--- src/rtl/regfile_scoreboard.sv ---
// Integer register file with write-through bypass and a per-register
// pending-write scoreboard for issue/writeback tracking.
module regfile_scoreboard #(
  parameter int XLEN   = 64,
  parameter int NREG   = 32,
  parameter int PEND_W = 2
) (
  input  logic            clk,
  input  logic            rst_n,
  input  logic            wbEn,
  input  logic [4:0]      wd,
  input  logic [XLEN-1:0] wbData,
  input  logic [4:0]      ra1,
  input  logic [4:0]      ra2,
  output logic [XLEN-1:0] rd1,
  output logic [XLEN-1:0] rd2,
  output logic            rs1Busy,
  output logic            rs2Busy,
  input  logic            allocEn,
  input  logic [4:0]      allocRd,
  output logic            allocReady,
  input  logic            flush
);

  localparam logic [PEND_W-1:0] CNT_MAX = '1;
  localparam logic [PEND_W-1:0] CNT_ONE = PEND_W'(1);

  logic [XLEN-1:0]   regs_q [NREG];
  logic [XLEN-1:0]   regs_d [NREG];
  logic [PEND_W-1:0] cnt_q  [NREG];
  logic [PEND_W-1:0] cnt_d  [NREG];

  logic wb_live;
  logic inc;
  logic dec;

  assign wb_live    = wbEn && (wd != 5'd0);
  assign allocReady = (allocRd == 5'd0) || (cnt_q[allocRd] != CNT_MAX);
  assign inc        = allocEn && allocReady && (allocRd != 5'd0);
  assign dec        = wb_live && (cnt_q[wd] != '0);

  assign rd1 = (ra1 == 5'd0) ? '0 :
               (wbEn && wd == ra1) ? wbData : regs_q[ra1];
  assign rd2 = (ra2 == 5'd0) ? '0 :
               (wbEn && wd == ra2) ? wbData : regs_q[ra2];

  // The last pending write retiring this cycle is covered by the bypass.
  assign rs1Busy = (ra1 != 5'd0) && (cnt_q[ra1] != '0) &&
                   !(wbEn && wd == ra1 && cnt_q[ra1] == CNT_ONE);
  assign rs2Busy = (ra2 != 5'd0) && (cnt_q[ra2] != '0) &&
                   !(wbEn && wd == ra2 && cnt_q[ra2] == CNT_ONE);

  always_comb begin
    regs_d = regs_q;
    if (wb_live) regs_d[wd] = wbData;
  end

  always_comb begin
    cnt_d = cnt_q;
    if (flush) begin
      for (int i = 0; i < NREG; i++) cnt_d[i] = '0;
    end else if (!(inc && dec && allocRd == wd)) begin
      if (inc) cnt_d[allocRd] = cnt_q[allocRd] + CNT_ONE;
      if (dec) cnt_d[wd] = cnt_q[wd] - CNT_ONE;
    end
  end

  always_ff @(posedge clk or negedge rst_n) begin
    if (!rst_n) begin
      for (int i = 0; i < NREG; i++) begin
        regs_q[i] <= '0;
        cnt_q[i]  <= '0;
      end
    end else begin
      for (int i = 0; i < NREG; i++) begin
        regs_q[i] <= regs_d[i];
        cnt_q[i]  <= cnt_d[i];
      end
    end
  end

endmodule

--- config.mk ---
export PLATFORM = sky130hd
export DESIGN_NAME = regfile_scoreboard
export DESIGN_NICKNAME = d
export VERILOG_FILES = /design/src/rtl/regfile_scoreboard.sv
export SDC_FILE = /design/constraint.sdc
export NUM_CORES = 2
export LEC_CHECK = 0
export BUFFER_PORTS_ARGS = -buffer_cell sky130_fd_sc_hd__clkbuf_2
export CAP_MARGIN = 0
export CORE_MARGIN = 2
export CORE_UTILIZATION = 36
export CTS_CLUSTER_DIAMETER = 120
export DETAILED_ROUTE_END_ITERATION = 16
export MAX_ROUTING_LAYER = met4
export PLACE_DENSITY = 0.58
export SETUP_SLACK_MARGIN = 0.5
export SYNTH_ARGS = -nofsm -noshare
export SYNTH_HDL_FRONTEND = slang
export SYNTH_SLANG_ARGS = --single-unit
--- constraint.sdc ---
create_clock -name clk -period 5.59 [get_ports clk]
set_clock_uncertainty 0.2 [all_clocks]
set_input_delay 1.3975 -clock clk [delete_from_list [all_inputs] [get_ports clk]]
set_output_delay 1.3975 -clock clk [all_outputs]
set_load 0.005 [all_outputs]
# Yosys cells after proc, flatten, opt, wreduce, memory -nomap -nowiden
# Cells that the tools add are included.
word_totals:
  regBits: 2112
  latchBits: 0
  mem_bits_rw: 0
  rom_bits: 0
  out_inout_bits: 131
  wordCells: 149
  mem_count: 0
classes:
  n_addsub: 2
  multipliers: 0
  n_div: 0
  magnitude_cmp: 6
  n_eq_ne: 7
  n_shift: 0
  n_mux: 37
  n_bitwise: 4
  reduce_logical: 29
ops:
  columns: ["op", "n"]
  rows:
  - ["2048-bit bitwise mux", 1]
  - ["64-bit 2-to-1 mux", 15]
  - ["64-bit binary-select mux with 5-bit select", 2]
  - ["64-bit demux with 5-bit select", 1]
  - ["64-bit bitwise mux", 2]
  - ["2-bit binary-select mux with 5-bit select", 4]
  - ["6-bit >= comparator, second input constant", 4]
  - ["5-bit NOT with 6-bit output", 4]
  - ["2-bit demux with 5-bit select", 2]
  - ["2-bit 2-to-1 mux", 10]
  - ["5-bit nonzero test", 4]
  - ["1-bit logical AND", 16]
  - ["5-bit == test", 3]
  - ["5-bit zero test", 3]
  - ["6-bit by 1-bit less-than comparator with 1-bit output, second input constant", 2]
  - ["2-bit nonzero test", 3]
  - ["2-bit by 1-bit == test with 1-bit output, second input constant", 2]
  - ["2-bit != test, second input constant", 2]
  - ["2-bit by 1-bit adder with 2-bit output, second input constant", 1]
  - ["1-bit zero test", 2]
  - ["2-bit by 1-bit subtractor with 2-bit output, second input constant", 1]
  - ["1-bit logical OR", 1]

# Depth between registers and ports, before layout
logic_depth:
  depth_word: 16
  mapped_depth: 16
  mapped_depth_nobuf: 12

# Least setup slack after synthesis
# Ideal clock, no wire load.
synth_path:
  path_kind: "in2reg"
  startpoint: "in allocRd[0]"
  endpoint: "reg cnt_q[54] in the netlist's numbering"
  setup_ps: 136
  arrival_time_ps: 4595
  required_time_ps: 5254
  setup_slack_ps: 659
  stages: 14
  path_buffers: 2
  cell_sequence: "buf_2 mux4_2 mux4_2 nand2_1 o21ai_0 a221o_1 ha_1 nor4bb_1 nand2_1 nor4_2 clkbuf_1 a21oi_1 o32ai_1 nor3_1"
synth_between:
  elab_chain_cells: 15
synth_rtl:
  columns: ["item", "line_no", "source"]
  rows:
  - ["from (decl)", "20", "input logic [4:0] allocRd,"]
  - ["parallel branches: the longest is 15 deep, another holds 2-bit by 1-bit adder with 2-bit output", null, null]
  - ["to (signal, indexed assignment)", "77", "cnt_q[i] <= cnt_d[i];"]
  - ["to (decl)", "30", "logic [PEND_W-1:0] cnt_q [NREG];"]
# Parallel ways; which one is timed is not known. The select of a mux whose other input is x is not followed.
# A chain may end at the register's enable or synchronous reset.

# Final worst setup path
layout_path:
  startpoint: "in ra2[0]"
  endpoint: "out rd2[10]"
layout_between:
  elab_chain_cells: 6
layout_rtl:
  columns: ["item", "line_no", "source"]
  rows:
  - ["from (decl)", "14", "input logic [4:0] ra2,"]
  - ["5-bit NOT with 6-bit output (implied by the code)", "45", "(wbEn && wd == ra2) ? wbData : regs_q[ra2];"]
  - ["64-bit binary-select mux with 5-bit select", "45", null]
  - ["64-bit 2-to-1 mux (implied by the code) (2 in a row)", "45", null]
  - ["64-bit 2-to-1 mux", "45", null]
  - ["64-bit 2-to-1 mux (*)", "44", "assign rd2 = (ra2 == 5'd0) ? '0 :"]
  - ["to (decl)", "16", "output logic [XLEN-1:0] rd2,"]
# Mark *: on every way between the ends. The rest lies on a longest branch, timed or not. The select of a mux whose other input is x is not followed.

==> metrics.md <==
| Metric | Value |
|---|---|
| M1 GR Usage | `0.3387` |
| P_int | `about 0.034 W` |
| Placed insts | `about 12000` |
| GR Overflow Total | `0` |
| Slowest CP cell | `mux4_2` |
| Most Crowded Layer GR | `met2` |
| Outcome | `complete, but fails checks` |
| Switch Pwr | `roughly 0.013 W` |
| Worst setup EP type | `output pin` |
| HPWL after DPL | `approximately 240 mm` |
| Worst path required time | `3.99 ns` |
| Unrepaired setup endpoints after global routing | `yes` |
| Height of the die | `566.7 um` |
| Hold WS | `roughly 0.16 ns` |
| Async SR Flop Fraction | `1.000` |
| CP bufs+invs | `6` |
| Commonest non-fill, non-tap cell in the layout | `dfrtp_1` |
| Syn Nets | `between 7000 and 8000` |
| Largest net degree at the start of global routing | `173` |
| Worst path cell trace | `buf_16 > buf_16 > buf_16 > buf_4 > buf_6 > mux4_2 > o22ai_1 > nor4_1 > o21ai_0 > nand2_2 > clkbuf_2` |
| Number of I/O port buffers | `approximately 220` |
| Mean number of vias per cell | `6.323` |
| Switching Fraction | `0.2762` |
| Finished Core Util | `0.4284` |
| CP startpoint kind | `input pin` |
| Final setup fails | `0` |
| Post-synthesis cell type count | `67` |
| Layout cells sized above 1 | `0.5750` |
| Clock network fraction of total power | `0.355` |
| Mapped Cells | `roughly 7700` |
| Syn avg cell area | `between 10 and 15 um^2` |
| Relative slew margins | `0.05485` |
| EDFF count, synth | `0` |
| Vias in the first global route | `approximately 80000` |
| Most used cell, CP | `buf_16` |
| #FFs+latches synth | `approximately 2100` |
| Die width | `566.7 um` |
| CP max FO | `8` |
| Drt total wl | `between 400 and 500 mm` |
| DRC Markers | `2` |
| TritonCTS Sinks | `around 2100` |
| First drt pass iteration count | `12` |
| Clk root buf | `clkbuf_16` |
| Hold Path Class | `in2async` |
| WL per Instance | `34.39 um` |
| Worst-Skew Late Latency | `slightly above 0.9 ns` |
| First-pass GRT wire length | `about 600 mm` |
| Max-slew violations | `0` |
| IO Pins | `between 200 and 250` |
| FF+latch area | `about 53000 um^2` |
| GP Congestion | `0.9040` |
| PD cells | `between 300 and 400 nW/um^2` |
| Flop pwr share | `0.433` |
| Failing checks | `DRC` |
| Met2 Usage GRT | `0.4117` |
| DR vias | `~77000` |
| CP top delay family | `buffers and inverters` |
| Row cnt | `roughly 200` |
| Final min period | `between 5 and 6 ns` |
| Starting Density | `0.3618` |
| CORE AREA | `315000 um^2` |
| Multi-input gate area in the final layout | `~59000 um^2` |
| Fill cell count | `roughly 28000` |
| Max frequency | `192.1 MHz` |
| Comb power frac | `0.212` |
| Main synth FF type | `dfrtp_1` |
| Worst Path Arrival | `3.61 ns` |
| Tcrit/Tclk final | `0.9313` |
| DIE AREA | `~320000 um^2` |
| Clock Tree Buf Depth | `4` |
| Synth area leader | `dfrtp_1` |
| Final Hold Vio Count | `0` |
| Worst-margin pin slew | `around 1.4 ns` |
| Max Cap Viol | `0` |
| 1st-iter DRT viols | `around 7800` |
| Crit path kind | `in2out` |
| Leak | `approximately 58 nW` |
| CTS tree | `done` |
| Synth top area share | `0.4637` |
| Maximum VDD drop | `approximately 0.26 mV` |
| Synth top area cells | `dfrtp_1, mux4_2, mux2_2, o22ai_1, clkbuf_1` |
| Number of buffers added to fix hold violations after cts | `0` |
| Sequential area share after synthesis | `0.4637` |
| Reg clk slew, reported paths | `about 0.060 ns` |
| Most frequent cells in the layout | `dfrtp_1, mux2_2, mux4_2, buf_4, o22ai_1` |
| H-tree levels | `4` |
| Grt met3 use | `0.04327` |
| Antenna Nets Post-Route | `0` |
| Final net count | `about 7900` |
| Area growth, synth to finish | `18.41%` |
| Initial antenna violation count | `24` |
| Fin cells | `about 12000` |
| Total GRT Usage | `0.2631` |
| Ys Warns | `0` |
| Overall power | `between 0.04 and 0.05 W` |
| Post-Syn Area | `around 110000 um^2` |
| TritonCTS Buffers | `235` |
| CP peak stage delay | `0.51 ns` |
-- layer usage --
layer / part of all wire / up-vias
met5: 0 / -
met4: 0.048 / 0
met3: 0.074 / 909
met2: 0.48 / 3588
met1: 0.40 / 42399
li1: - / 30158
-- logic make-up (layout without fill, tap and decap cells) --
group,Yosys count,count (layout),share of synthesized area
DFF,2112,2112,0.4637
adders and majority gates,2,2,0.0002195
muxes,3292,3292,0.4322
AOI/OAI and AO/OA,673,673,0.03930
other,0,15,0
xor gates and xnor gates,15,15,0.001153
buffers and inverters,890,1250,0.03597
and+or+nand+nor,667,667,0.02745
-- synth_stat cells, types with 8 or more instances --
cell type     n
buf_2       315
nand2_1     294
xnor2_1      10
mux2_2     2039
nor3b_1       8
nor4_1       78
buf_1        30
buf_4        66
dfrtp_1    2112
o22ai_1     332
nand2b_1     17
buf_6        14
mux2i_1     154
nand3_1      22
o211ai_1     35
a211oi_1     36
a21oi_1      65
o21ai_0      48
mux4_2     1099
a22o_1       32
o21ai_1      14
and2_1        8
clkbuf_1    459
nor2_1      139
nor2b_1      25
a22oi_1      47
a32o_1       33
nor3_1       30
-- path summary, 6_finish.rpt --
check / startpoint / end / slack (ns) / depth (start not counted)
setup reg to reg: cnt_q[1] / cnt_q[43] / 1.52 / 12
setup / recovery: ra2[0] / rd2[10] / 0.38 / 11
hold / removal: rst_n / regs_q[148] / 0.16 / 1
min in group clk: regs_q[1990] / regs_q[1990] / 0.20 / 0
max in group asynchronous: rst_n / cnt_q[51] / 3.49 / 3
hold reg to reg: regs_q[1990] / regs_q[1990] / 0.20 / 0
-- layout make-up --
class                      count  area share
antenna                       15   0.0002782
clock buffer                 351     0.05196
tap                         4160     0.03857
multi-input combinational   4649      0.4349
sequential                  2112      0.3917
timing repair buffer         815     0.07392
inverter                       5   0.0001391
clock inverter                79    0.008623
-- power groups by stage --
| stage | sequential [W] | clock (W) | combinational [W] |
|---|---|---|---|
| floorplan | 0.0196 | 0 | 0.00681 |
| global placement | 0.0201 | 0 | 0.00912 |
| detailed placement | 0.0204 | 0 | 0.00932 |
| CTS | 0.0201 | 0.0168 | 0.00973 |
| global route | 0.0205 | 0.0174 | 0.0105 |
| finish | 0.0202 | 0.0166 | 0.00991 |
-- timing repair --
action | 4_1_cts | 5_1_grt
endpoints found under the hold margin | 0 | 0
setup buffers | 73 | 41
pin swaps | 27 | 57
resized for setup | 283 | 207
setup endpoints to repair | 129 | 117
gates cloned | 40 | 13
-- through the flow --
stage                     setup slack, ns  instance area [um^2]   TNS, ns
after CTS                          0.3901                133300         0
after floorplan                    0.6594                114000         0
after detailed placement         -0.05914                121800  -0.07211
after global routing               0.3547                134900         0
after global placement            -0.2772                121800   -0.3012
final                              0.3842                134900         0
-- registers in the layout, indices dropped and copies added (netlist names) --
name,count
cnt_q,64
regs_q,2048
(Power assumes the default switching activity.)
